===== src/rtl/l2tlb_req_ctrl.sv =====
// l2tlb_req_ctrl
// ---------------
// L2-side initiator for the L2 -> L2TLB translation interface. Translation
// misses from the L2 pipeline are tagged with the lowest free transaction tag,
// sent to the l2tlb through a one-entry request register, and matched against
// tagged acks. Each accepted ack is turned into a response that carries the
// original requester id. Acks may return out of order. Responses leave in ack
// order through a one-entry response register.
//
// Ports:
//   clk, reset                 clock, asynchronous active-low reset
//   miss_*                     L2 pipeline miss input (valid/retry, vpn, id)
//   l2tol2tlb_req_*            request channel to the l2tlb (valid/retry, vpn, tag)
//   l2tlbtol2_ack_*            ack channel from the l2tlb (valid/retry, tag, ppn, fault)
//   resp_*                     result channel to the L2 pipeline (valid/retry, id, ppn, fault)
//   outstanding                number of allocated tags
//   tag_err                    sticky flag: an ack arrived for an unallocated tag
module l2tlb_req_ctrl #(
    parameter int VPN_W = 27,
    parameter int PPN_W = 26,
    parameter int ID_W  = 4,
    parameter int NTAG  = 4,
    parameter int TAG_W = 2
) (
    input  logic               clk,
    input  logic               reset,
    input  logic               miss_valid,
    output logic               miss_retry,
    input  logic [VPN_W-1:0]   miss_vpn,
    input  logic [ID_W-1:0]    miss_id,
    output logic               l2tol2tlb_req_valid,
    input  logic               l2tol2tlb_req_retry,
    output logic [VPN_W-1:0]   l2tol2tlb_req_vpn,
    output logic [TAG_W-1:0]   l2tol2tlb_req_tag,
    input  logic               l2tlbtol2_ack_valid,
    output logic               l2tlbtol2_ack_retry,
    input  logic [TAG_W-1:0]   l2tlbtol2_ack_tag,
    input  logic [PPN_W-1:0]   l2tlbtol2_ack_ppn,
    input  logic               l2tlbtol2_ack_fault,
    output logic               resp_valid,
    input  logic               resp_retry,
    output logic [ID_W-1:0]    resp_id,
    output logic [PPN_W-1:0]   resp_ppn,
    output logic               resp_fault,
    output logic [TAG_W:0]     outstanding,
    output logic               tag_err
);

    localparam logic [TAG_W:0] CNT_ONE = 1;

    logic [NTAG-1:0]  alloc;
    logic [ID_W-1:0]  id_tab [NTAG];
    logic [TAG_W-1:0] free_tag;
    logic             free_any;
    logic             miss_fire;
    logic             req_drain;
    logic             ack_fire;
    logic             ack_hit;
    logic             resp_drain;

    // Lowest-index free tag. Scanning downward lets the lowest index win.
    // The scan reads the registered alloc vector. A tag freed this cycle is
    // therefore not handed out again until the next cycle.
    always_comb begin
        free_any = 1'b0;
        free_tag = '0;
        for (int i = NTAG - 1; i >= 0; i--) begin
            if (!alloc[i]) begin
                free_any = 1'b1;
                free_tag = TAG_W'(i);
            end
        end
    end

    assign miss_retry          = !free_any || (l2tol2tlb_req_valid && l2tol2tlb_req_retry);
    assign l2tlbtol2_ack_retry = resp_valid && resp_retry;

    assign miss_fire  = miss_valid && !miss_retry;
    assign req_drain  = l2tol2tlb_req_valid && !l2tol2tlb_req_retry;
    assign ack_fire   = l2tlbtol2_ack_valid && !l2tlbtol2_ack_retry;
    assign ack_hit    = ack_fire && alloc[l2tlbtol2_ack_tag];
    assign resp_drain = resp_valid && !resp_retry;

    // Tag table and outstanding count. A free and an allocate can happen in
    // the same cycle. They always touch different tags, because only an
    // allocated tag can be freed and only a free tag can be allocated.
    always_ff @(posedge clk or negedge reset) begin
        if (!reset) begin
            alloc       <= '0;
            outstanding <= '0;
            for (int i = 0; i < NTAG; i++) begin
                id_tab[i] <= '0;
            end
        end else begin
            if (ack_hit) begin
                alloc[l2tlbtol2_ack_tag] <= 1'b0;
            end
            if (miss_fire) begin
                alloc[free_tag]  <= 1'b1;
                id_tab[free_tag] <= miss_id;
            end
            case ({miss_fire, ack_hit})
                2'b10:   outstanding <= outstanding + CNT_ONE;
                2'b01:   outstanding <= outstanding - CNT_ONE;
                default: outstanding <= outstanding;
            endcase
        end
    end

    // One-entry request register. It can drain and reload in the same cycle,
    // which allows one request per cycle.
    always_ff @(posedge clk or negedge reset) begin
        if (!reset) begin
            l2tol2tlb_req_valid <= 1'b0;
            l2tol2tlb_req_vpn   <= '0;
            l2tol2tlb_req_tag   <= '0;
        end else if (miss_fire) begin
            l2tol2tlb_req_valid <= 1'b1;
            l2tol2tlb_req_vpn   <= miss_vpn;
            l2tol2tlb_req_tag   <= free_tag;
        end else if (req_drain) begin
            l2tol2tlb_req_valid <= 1'b0;
        end
    end

    // One-entry response register. It is loaded only by acks that hit an
    // allocated tag. An ack for an unallocated tag is consumed silently.
    always_ff @(posedge clk or negedge reset) begin
        if (!reset) begin
            resp_valid <= 1'b0;
            resp_id    <= '0;
            resp_ppn   <= '0;
            resp_fault <= 1'b0;
        end else if (ack_hit) begin
            resp_valid <= 1'b1;
            resp_id    <= id_tab[l2tlbtol2_ack_tag];
            resp_ppn   <= l2tlbtol2_ack_ppn;
            resp_fault <= l2tlbtol2_ack_fault;
        end else if (resp_drain) begin
            resp_valid <= 1'b0;
        end
    end

    // Sticky protocol error flag. Only reset clears it.
    always_ff @(posedge clk or negedge reset) begin
        if (!reset) begin
            tag_err <= 1'b0;
        end else if (ack_fire && !alloc[l2tlbtol2_ack_tag]) begin
            tag_err <= 1'b1;
        end
    end

endmodule


===== config.mk =====
export PLATFORM = sky130hd
export DESIGN_NAME = l2tlb_req_ctrl
export DESIGN_NICKNAME = d
export VERILOG_FILES = /design/src/rtl/l2tlb_req_ctrl.sv
export SDC_FILE = /design/constraint.sdc
export NUM_CORES = 1
export LEC_CHECK = 0
export ABC_AREA = 1
export CORE_ASPECT_RATIO = 1.1
export CORE_MARGIN = 2
export CORE_UTILIZATION = 47
export CTS_CLUSTER_DIAMETER = 30
export DETAILED_ROUTE_END_ITERATION = 10
export PLACE_DENSITY = 0.8
export SLEW_MARGIN = 20
export SYNTH_ARGS = -nofsm -noshare
export SYNTH_HDL_FRONTEND = slang
export SYNTH_SLANG_ARGS = --single-unit

===== constraint.sdc =====
create_clock -name clk -period 3.8 [get_ports clk]
set_clock_uncertainty 0.2 [all_clocks]
set_input_delay 1.14 -clock clk [delete_from_list [all_inputs] [get_ports clk]]
set_output_delay 1.14 -clock clk [all_outputs]
set_load 0.01 [all_outputs]

; After elaboration in Yosys (flattened, before gate mapping)
; Cells that the tools add are included.
[totals]
output_inout_bits = 68
ff_bits = 86
wordCells = 78
[op_classes]
n_reduce_logical = 21
n_eq_ne = 2
n_bitwise = 5
n_mux = 27
add_sub_neg = 2
order_cmp = 7
[op_table]
columns = cell, n
row1 = $mux W4, 5
row2 = $bwmux W16, 1
row3 = $logic_and A1 B1 Y1, 11
row4 = $mux W1, 11
row5 = $bmux W4 S2, 1
row6 = $demux W4 S2, 1
row7 = $mux W2, 4
row8 = $ge A3 B3 Y1 const B, 2
row9 = $logic_not A1 Y1, 6
row10 = $lt A2 B3 Y1 const B, 2
row11 = $not A2 Y3, 2
row12 = $pmux W3 S2, 1
row13 = $reduce_bool A2 Y1, 3
row14 = $and A4 B4 Y4, 1
row15 = $demux W1 S2, 2
row16 = $ge A2 B1 Y1 const B, 2
row17 = $not A4 Y4, 1
row18 = $or A4 B4 Y4, 1
row19 = $add A3 B1 Y3 const B, 1
row20 = $lt A3 B1 Y1 const B, 1
row21 = $sub A3 B1 Y3 const B, 1
row22 = $bmux W1 S2, 1
row23 = $eq A2 B1 Y1 const B, 1
row24 = $eq A2 B2 Y1 const B, 1
row25 = $logic_or A1 B1 Y1, 1

; Longest topological paths before layout
; Gate-level depths: netlist of the first run.
[depth]
ltp_word = 10
depth_mapped = 13
depth_no_buf = 12

; Worst setup path after synthesis of the first run
; Ideal clock, no wire load.
[synth_timing]
path_type = input port to flip-flop
start = in resp_retry
end = reg outstanding[1]
t_arrival_ns = 2.641
required_ns = 3.475
path_buffers = 1
cell_stages = 9
setup_time_ns = 0.125
setup_slack_ns = 0.834
cell_sequence = nand2_1 inv_1 nor2_2 nand2_4 inv_4 buf_6 ha_1 fa_1 mux2_2
[synth_via]
elab_chain_cells = 6
[synth_lines]
columns = item, line_no
row1 = from (decl), 41  ; input logic resp_retry,
row2 = $logic_and A1 B1 Y1 *, 76  ; assign l2tlbtol2_ack_retry = resp_valid && resp_retry;
row3 = net l2tlbtol2_ack_retry, 36  ; output logic l2tlbtol2_ack_retry,
row4 = $logic_not A1 Y1 *, 80  ; assign ack_fire = l2tlbtol2_ack_valid && !l2tlbtol2_ack_retry;
row5 = $logic_and A1 B1 Y1 *, 80
row6 = $logic_and A1 B1 Y1 *, 81  ; assign ack_hit = ack_fire && alloc[l2tlbtol2_ack_tag];
row7 = net ack_hit, 58  ; logic ack_hit;
row8 = $eq A2 B1 Y1 or $eq A2 B2 Y1 (tied branches), 102  ; case ({miss_fire, ack_hit})
row9 = $pmux W3 S2 or $reduce_bool A2 Y1 (tied branches), n/a
row10 = to (signal assigned), 103  ; 2'b10: outstanding <= outstanding + CNT_ONE;
row11 = to (signal assigned), 104  ; 2'b01: outstanding <= outstanding - CNT_ONE;
row12 = to (signal assigned), 105  ; default: outstanding <= outstanding;
row13 = to (decl), 45  ; output logic [TAG_W:0] outstanding,
; Mark *: on every way through the listed nets, which the timed path passes. The rest lies on a longest branch.
; A chain may end at the register's enable or synchronous reset.

; Worst setup path after layout of the first run
[layout_timing]
start = in resp_retry
end = out l2tlbtol2_ack_retry
[layout_via]
elab_chain_cells = 1
[layout_lines]
columns = item, line_no
row1 = $logic_and A1 B1 Y1, 76
row2 = to (decl), 36
; No other way between the ends.

==> flow_metrics.env, run 1 <==
export IMPL_antenna_found_initial=0
export IMPL_grt_max_degree=87
export IMPL_die_y_um=95.29
export IMPL_synthCells=416
export IMPL_critPathCaptureType="output pin"
export IMPL_reg2reg_slack_ns=1.58
export IMPL_tritoncts="done"
export IMPL_async_flop_share=1.000
export IMPL_clk_pin_slew_ns=0.08
export IMPL_crit_type="input pin to output pin"
export IMPL_yosys_area_top_type="dfrtp_1"
export IMPL_firstDrtPassIters=4
export IMPL_wl_per_cell_um=13.13
export IMPL_busiest_layer="met2"
export IMPL_status="complete, no violations"
export IMPL_cp_max_fo=2
export IMPL_critical_path_startpoint="resp_retry"
export IMPL_cts_root_buf="clkbuf_8"
export IMPL_holdCritStartpoint="tag_err$_DFFE_PN0P_"
export IMPL_ant_nets=0
export IMPL_cts_buffers=9
export IMPL_whs_path_depth=1
export IMPL_rr_worst_depth=11
export IMPL_die_area_um2=8289
export IMPL_hold_viol=0
export IMPL_worstPathRequired_ns=2.46
export IMPL_dr_total_vias=3099
export IMPL_start_kind="input pin"
export IMPL_clkSinkCount=86
export IMPL_power_w=0.004114
export IMPL_cts_resized=0
export IMPL_yosysWarnings=0
export IMPL_stdcell_count=644
export IMPL_path_cells="clkdlybuf4s50_1 -> nand2_1 -> inv_1 -> clkdlybuf4s50_1"
export IMPL_gr_usage_met2=0.3620
export IMPL_synth_nets=484
export IMPL_synth_cell_type_count=22
export IMPL_cts_setup_buffers=0
export IMPL_syn_cell_area_um2=3561
export IMPL_ir_drop_uv=361.0
export IMPL_h_tree_depth=3
export IMPL_core_area_um2=7391
export IMPL_routed_wl_um=8455
export IMPL_slew_viol_final=0
export IMPL_start_util=0.4818
export IMPL_cp_top_family="buffers and inverters"
export IMPL_rows=33
export IMPL_max_stage_delay_ns=0.53
export IMPL_drc=0
export IMPL_p_leak_nw=2.629
export IMPL_synth_ff_type="dfrtp_1"
export IMPL_rr_startpoint="alloc[2]$_DFF_PN0_"
export IMPL_synth_area_per_cell_um2=8.560
export IMPL_hpwl_um=6003
export IMPL_place_gp_congestion=0.8058
export IMPL_cpMaxStageDelayCell="clkdlybuf4s50_1"
export IMPL_port_buffer_count=133
export IMPL_min_period_ns=3.604
export IMPL_use_met1=0.2592
export IMPL_drive_gt1_frac=0.06822
export IMPL_fin_ws_ns=0.1962
export IMPL_powerDensity_nw_per_um2=794.3
export IMPL_insertion_delay_ns=0.34
export IMPL_rsz0062_at_grt="no"
export IMPL_timing_max_cap_violations=0
export IMPL_crit_top_cell="clkdlybuf4s50_1"
export IMPL_tightest_slew_ns=0.7741
export IMPL_period_share=0.9484
export IMPL_area_delta_synth_final_pct=45.47
export IMPL_synth_edff_count=0
export IMPL_grt_pass1_wl_um=13860
export IMPL_ys_seq_area_frac=0.6044
export IMPL_timing_fmax_ghz=0.2775
export IMPL_fin_setup_tns_ns=0
export IMPL_dp_cells=628
export IMPL_dp_slack_ns=0.1952
export IMPL_synthTopCellsByCount="nand2_1, dfrtp_1, inv_1, o21ai_0"
export IMPL_hold_class="register to register"
export IMPL_synth_top_area_share=0.6044
export IMPL_hold_buffers=0
export IMPL_nets=620
export IMPL_clockBufferDepth=2
export IMPL_yosysMostFrequentCell="nand2_1"
export IMPL_grt_use_met3=0.06667
export IMPL_die_w_um=86.99
export IMPL_drtIter0Drc=127
export IMPL_relSlewSlack=0.4839
export IMPL_grt_usage=0.2159
export IMPL_path_depth=4
export IMPL_setup_viol=0
export IMPL_critPathBufInv=3
export IMPL_n_antenna_cell=0
export IMPL_ys_ff_latch=86
export IMPL_cp_arrival_ns=2.26
export IMPL_vias_per_cell=4.812
export IMPL_grt_remaining_overflow=0
export IMPL_grt_pass1_vias=3027
export IMPL_nFillCells=561
export IMPL_synth_top_cells_by_area="dfrtp_1, nand2_1, buf_6, inv_1, nand4_1"
export IMPL_ios=134
[report_power, final]
group	internal [W]	switching (W)	leakage, nW
clock	0.000453	0.000312	0.126
combinational	0.000907	0.000838	1.45
sequential	0.00135	0.000257	1.05
total	0.00271	0.00141	2.63
[through the flow]
step           area, um^2  utilization  hold WS (ns)
2_1_floorplan        3561            -        0.2422
3_3_place_gp         4930       0.6670        0.2549
3_5_place_dp         4930       0.6670        0.2611
4_1_cts              5176       0.7004        0.2807
5_1_grt              5180       0.7009        0.2968
6_report             5180       0.7009        0.2763
[cell type report]
class	instances	area, um^2	area share
Inverter	19	73.82	0.01425
Sequential cell	86	2152	0.4155
Clock buffer	10	137.6	0.02657
Clock inverter	6	108.9	0.02101
Timing Repair Buffer	137	1363	0.2630
Tap cell	87	108.9	0.02101
Multi-Input combinational cell	299	1236	0.2386
[routing by layer]
metal | vias up | part of all wire
met5 | - | 0
met4 | 0 | 0.014
met3 | 10 | 0.091
met2 | 125 | 0.48
met1 | 1439 | 0.41
li1 | 1525 | -
[final timing paths]
check                                                          to
worst max-delay path                          l2tlbtol2_ack_retry
worst min-delay path                          tag_err$_DFFE_PN0P_
worst max register to register         outstanding[2]$_DFFE_PN0P_
worst min register to register                tag_err$_DFFE_PN0P_
max in group asynchronous       l2tol2tlb_req_vpn[20]$_DFFE_PN0P_
min in group asynchronous                  resp_fault$_DFFE_PN0N_
[placed cells by master (no fill, tap or decap)]
master and count:
a21oi_1 1, a31o_2 1, buf_4 4, buf_6 1
bufinv_16 3, clkbuf_8 10, clkdlybuf4s50_1 132, clkinv_2 2
clkinv_4 1, dfrtp_1 86, fa_1 1, ha_1 1
inv_1 14, inv_2 4, inv_4 1, mux2_2 1
nand2_1 261, nand2_2 4, nand2_4 2, nand3_1 5
nand3_2 1, nand4_1 5, nor2_1 5, nor2_2 3
o21ai_0 6, xnor2_1 2
[kinds of logic (layout without fill, tap and decap cells)]
family	Yosys count	after routing	share of synthesized area
DFF	86	86	0.6044
buffers and inverters	31	172	0.04849
muxes	1	1	0.003162
AOI/OAI and AO/OA	8	8	0.01230
and+or+nand+nor	286	286	0.3176
adders and majority gates	2	2	0.009135
xor gates and xnor gates	2	2	0.004920
[state kept, by name, summed over array words and instances (netlist names)]
name                 flops
resp_ppn                26
alloc                    4
resp_fault               1
l2tol2tlb_req_vpn       27
resp_valid               1
l2tol2tlb_req_tag        2
l2tol2tlb_req_valid      1
tag_err                  1
resp_id                  4
id_tab                  16
outstanding              3
No activity file was read; power rests on OpenSTA's default activity.
==> inputs of run 2 (changes only) <==
Settings changed: RECOVER_POWER from default to 100.
==> run 2 against run 1 <==
Effect of this change: the flow now finishes with violations (max-capacitance violations, max-slew violations); first-iteration DRC count is 3.1% lower; wire length barely moved; cell count unchanged; fmax shrank 1.8%; sequential power about the same; total power shrank 3.8%; clock power about the same; combinational power decreased by 8%.
==> flow_metrics.env, run 2 (synthesized netlist as in run 1, its figures left out) <==
export IMPL_path_cells="clkdlybuf4s50_1 -> nand2_1 -> inv_1 -> dlygate4sd3_1"
export IMPL_insertion_delay_ns=0.34
export IMPL_routed_wl_um=8463
export IMPL_p_leak_nw=2.688
export IMPL_power_w=0.003957
export IMPL_relSlewSlack=-0.3856
export IMPL_grt_pass1_vias=3027
export IMPL_timing_max_cap_violations=1
export IMPL_violations="max-capacitance violations, max-slew violations"
export IMPL_max_stage_delay_ns=0.60
export IMPL_grt_use_met3=0.06667
export IMPL_stdcell_count=644
export IMPL_cp_arrival_ns=2.33
export IMPL_clk_pin_slew_ns=0.08
export IMPL_nFillCells=566
export IMPL_dp_slack_ns=0.1952
export IMPL_antenna_found_initial=0
export IMPL_core_area_um2=7391
export IMPL_rsz0062_at_grt="no"
export IMPL_dp_cells=628
export IMPL_use_met1=0.2592
export IMPL_drtIter0Drc=123
export IMPL_port_buffer_count=133
export IMPL_cp_max_fo=2
export IMPL_status="finished, violations left"
export IMPL_firstDrtPassIters=4
export IMPL_n_antenna_cell=0
export IMPL_ant_nets=0
export IMPL_cpMaxStageDelayCell="dlygate4sd3_1"
export IMPL_die_area_um2=8289
export IMPL_critPathCaptureType="output pin"
export IMPL_gr_usage_met2=0.3620
export IMPL_cts_resized=0
export IMPL_powerDensity_nw_per_um2=768.8
export IMPL_largest_register="l2tol2tlb_req_vpn"
export IMPL_clockBufferDepth=2
export IMPL_critical_path_startpoint="resp_retry"
export IMPL_die_w_um=86.99
export IMPL_cts_root_buf="clkbuf_8"
export IMPL_wl_per_cell_um=13.14
export IMPL_area_delta_synth_final_pct=44.55
export IMPL_start_util=0.4818
export IMPL_reg_top3="l2tol2tlb_req_vpn x27, resp_ppn x26, id_tab x16"
export IMPL_min_period_ns=3.670
export IMPL_drive_gt1_frac=0.05206
export IMPL_die_y_um=95.29
export IMPL_clkSinkCount=86
export IMPL_timing_fmax_ghz=0.2725
export IMPL_period_share=0.9657
export IMPL_tightest_slew_ns=2.078
export IMPL_grt_usage=0.2159
export IMPL_ir_drop_uv=350.8
export IMPL_place_gp_congestion=0.8058
export IMPL_layout_commonest_cell="nand2_1"
export IMPL_hpwl_um=6003
export IMPL_grt_max_degree=87
export IMPL_ios=134
export IMPL_fin_setup_tns_ns=0
export IMPL_hold_viol=0
export IMPL_fin_ws_ns=0.1303
export IMPL_hold_buffers=0
export IMPL_rows=33
export IMPL_nets=620
export IMPL_vias_per_cell=4.880
export IMPL_holdCritStartpoint="tag_err$_DFFE_PN0P_"
export IMPL_h_tree_depth=3
export IMPL_slew_viol_final=87
export IMPL_cts_setup_buffers=0
export IMPL_busiest_layer="met2"
export IMPL_crit_type="input pin to output pin"
export IMPL_cts_buffers=9
export IMPL_worstPathRequired_ns=2.46
export IMPL_mostFrequentLayoutCells="nand2_1, dfrtp_1, dlygate4sd3_1, clkdlybuf4s50_1, inv_1"
export IMPL_setup_viol=0
export IMPL_largest_reg_flops=27
export IMPL_dr_total_vias=3143
export IMPL_rr_startpoint="alloc[3]$_DFF_PN0_"
export IMPL_grt_remaining_overflow=0
export IMPL_hold_class="register to register"
export IMPL_start_kind="input pin"
export IMPL_grt_pass1_wl_um=13860
export IMPL_drc=0
export IMPL_tritoncts="done"
run 2: path summary, 6_finish.rpt:
| path | to | cells past startpoint | slack, ns |
|---|---|---|---|
| min reg2reg | tag_err$_DFFE_PN0P_ | 1 | 0.27 |
| min in group asynchronous | resp_ppn[2]$_DFFE_PN0N_ | 1 | 1.16 |
| max | l2tlbtol2_ack_retry | 4 | 0.13 |
| max in group asynchronous | resp_ppn[18]$_DFFE_PN0N_ | 1 | 0.99 |
| max reg2reg | id_tab[10]$_DFFE_PN0P_ | 9 | 1.31 |
| min | tag_err$_DFFE_PN0P_ | 1 | 0.27 |
run 2: routing by layer:
layer / part of all wire / vias up
met1: 0.41 / 1452
met4: 0.016 / 0
li1: - / 1531
met2: 0.48 / 146
met5: 0 / -
met3: 0.091 / 14
run 2: area by class of cell:
type                    count  area (um^2)  share of cell area
multi-input cells         299         1219              0.2368
inverters                  19        72.57             0.01410
well taps                  87        108.9             0.02115
clock buffers              10        137.6             0.02674
clock inverters             6        108.9             0.02115
repair buffers            137         1349              0.2620
flip-flops and latches     86         2152              0.4181
run 2: stage by stage:
| stage | cell area (um^2) | utilization | hold slack (ns) |
|---|---|---|---|
| floorplan | 3561 | - | 0.2422 |
| finish | 5147 | 0.6965 | 0.2718 |
| global placement | 4930 | 0.6670 | 0.2549 |
| CTS | 5176 | 0.7004 | 0.2807 |
| detailed placement | 4930 | 0.6670 | 0.2611 |
| global route | 5147 | 0.6965 | 0.2914 |
run 2: critical path, delay by kind of cell:
kind                   cells  cell delay [ns]
buffers and inverters      3             1.13
AND/OR/NAND/NOR            1             0.06
run 2: power by group:
part           switching [W]  total, W  internal (W)
combinational       0.000829   0.00160      0.000774
sequential          0.000241   0.00159       0.00135
clock               0.000314  0.000767      0.000454
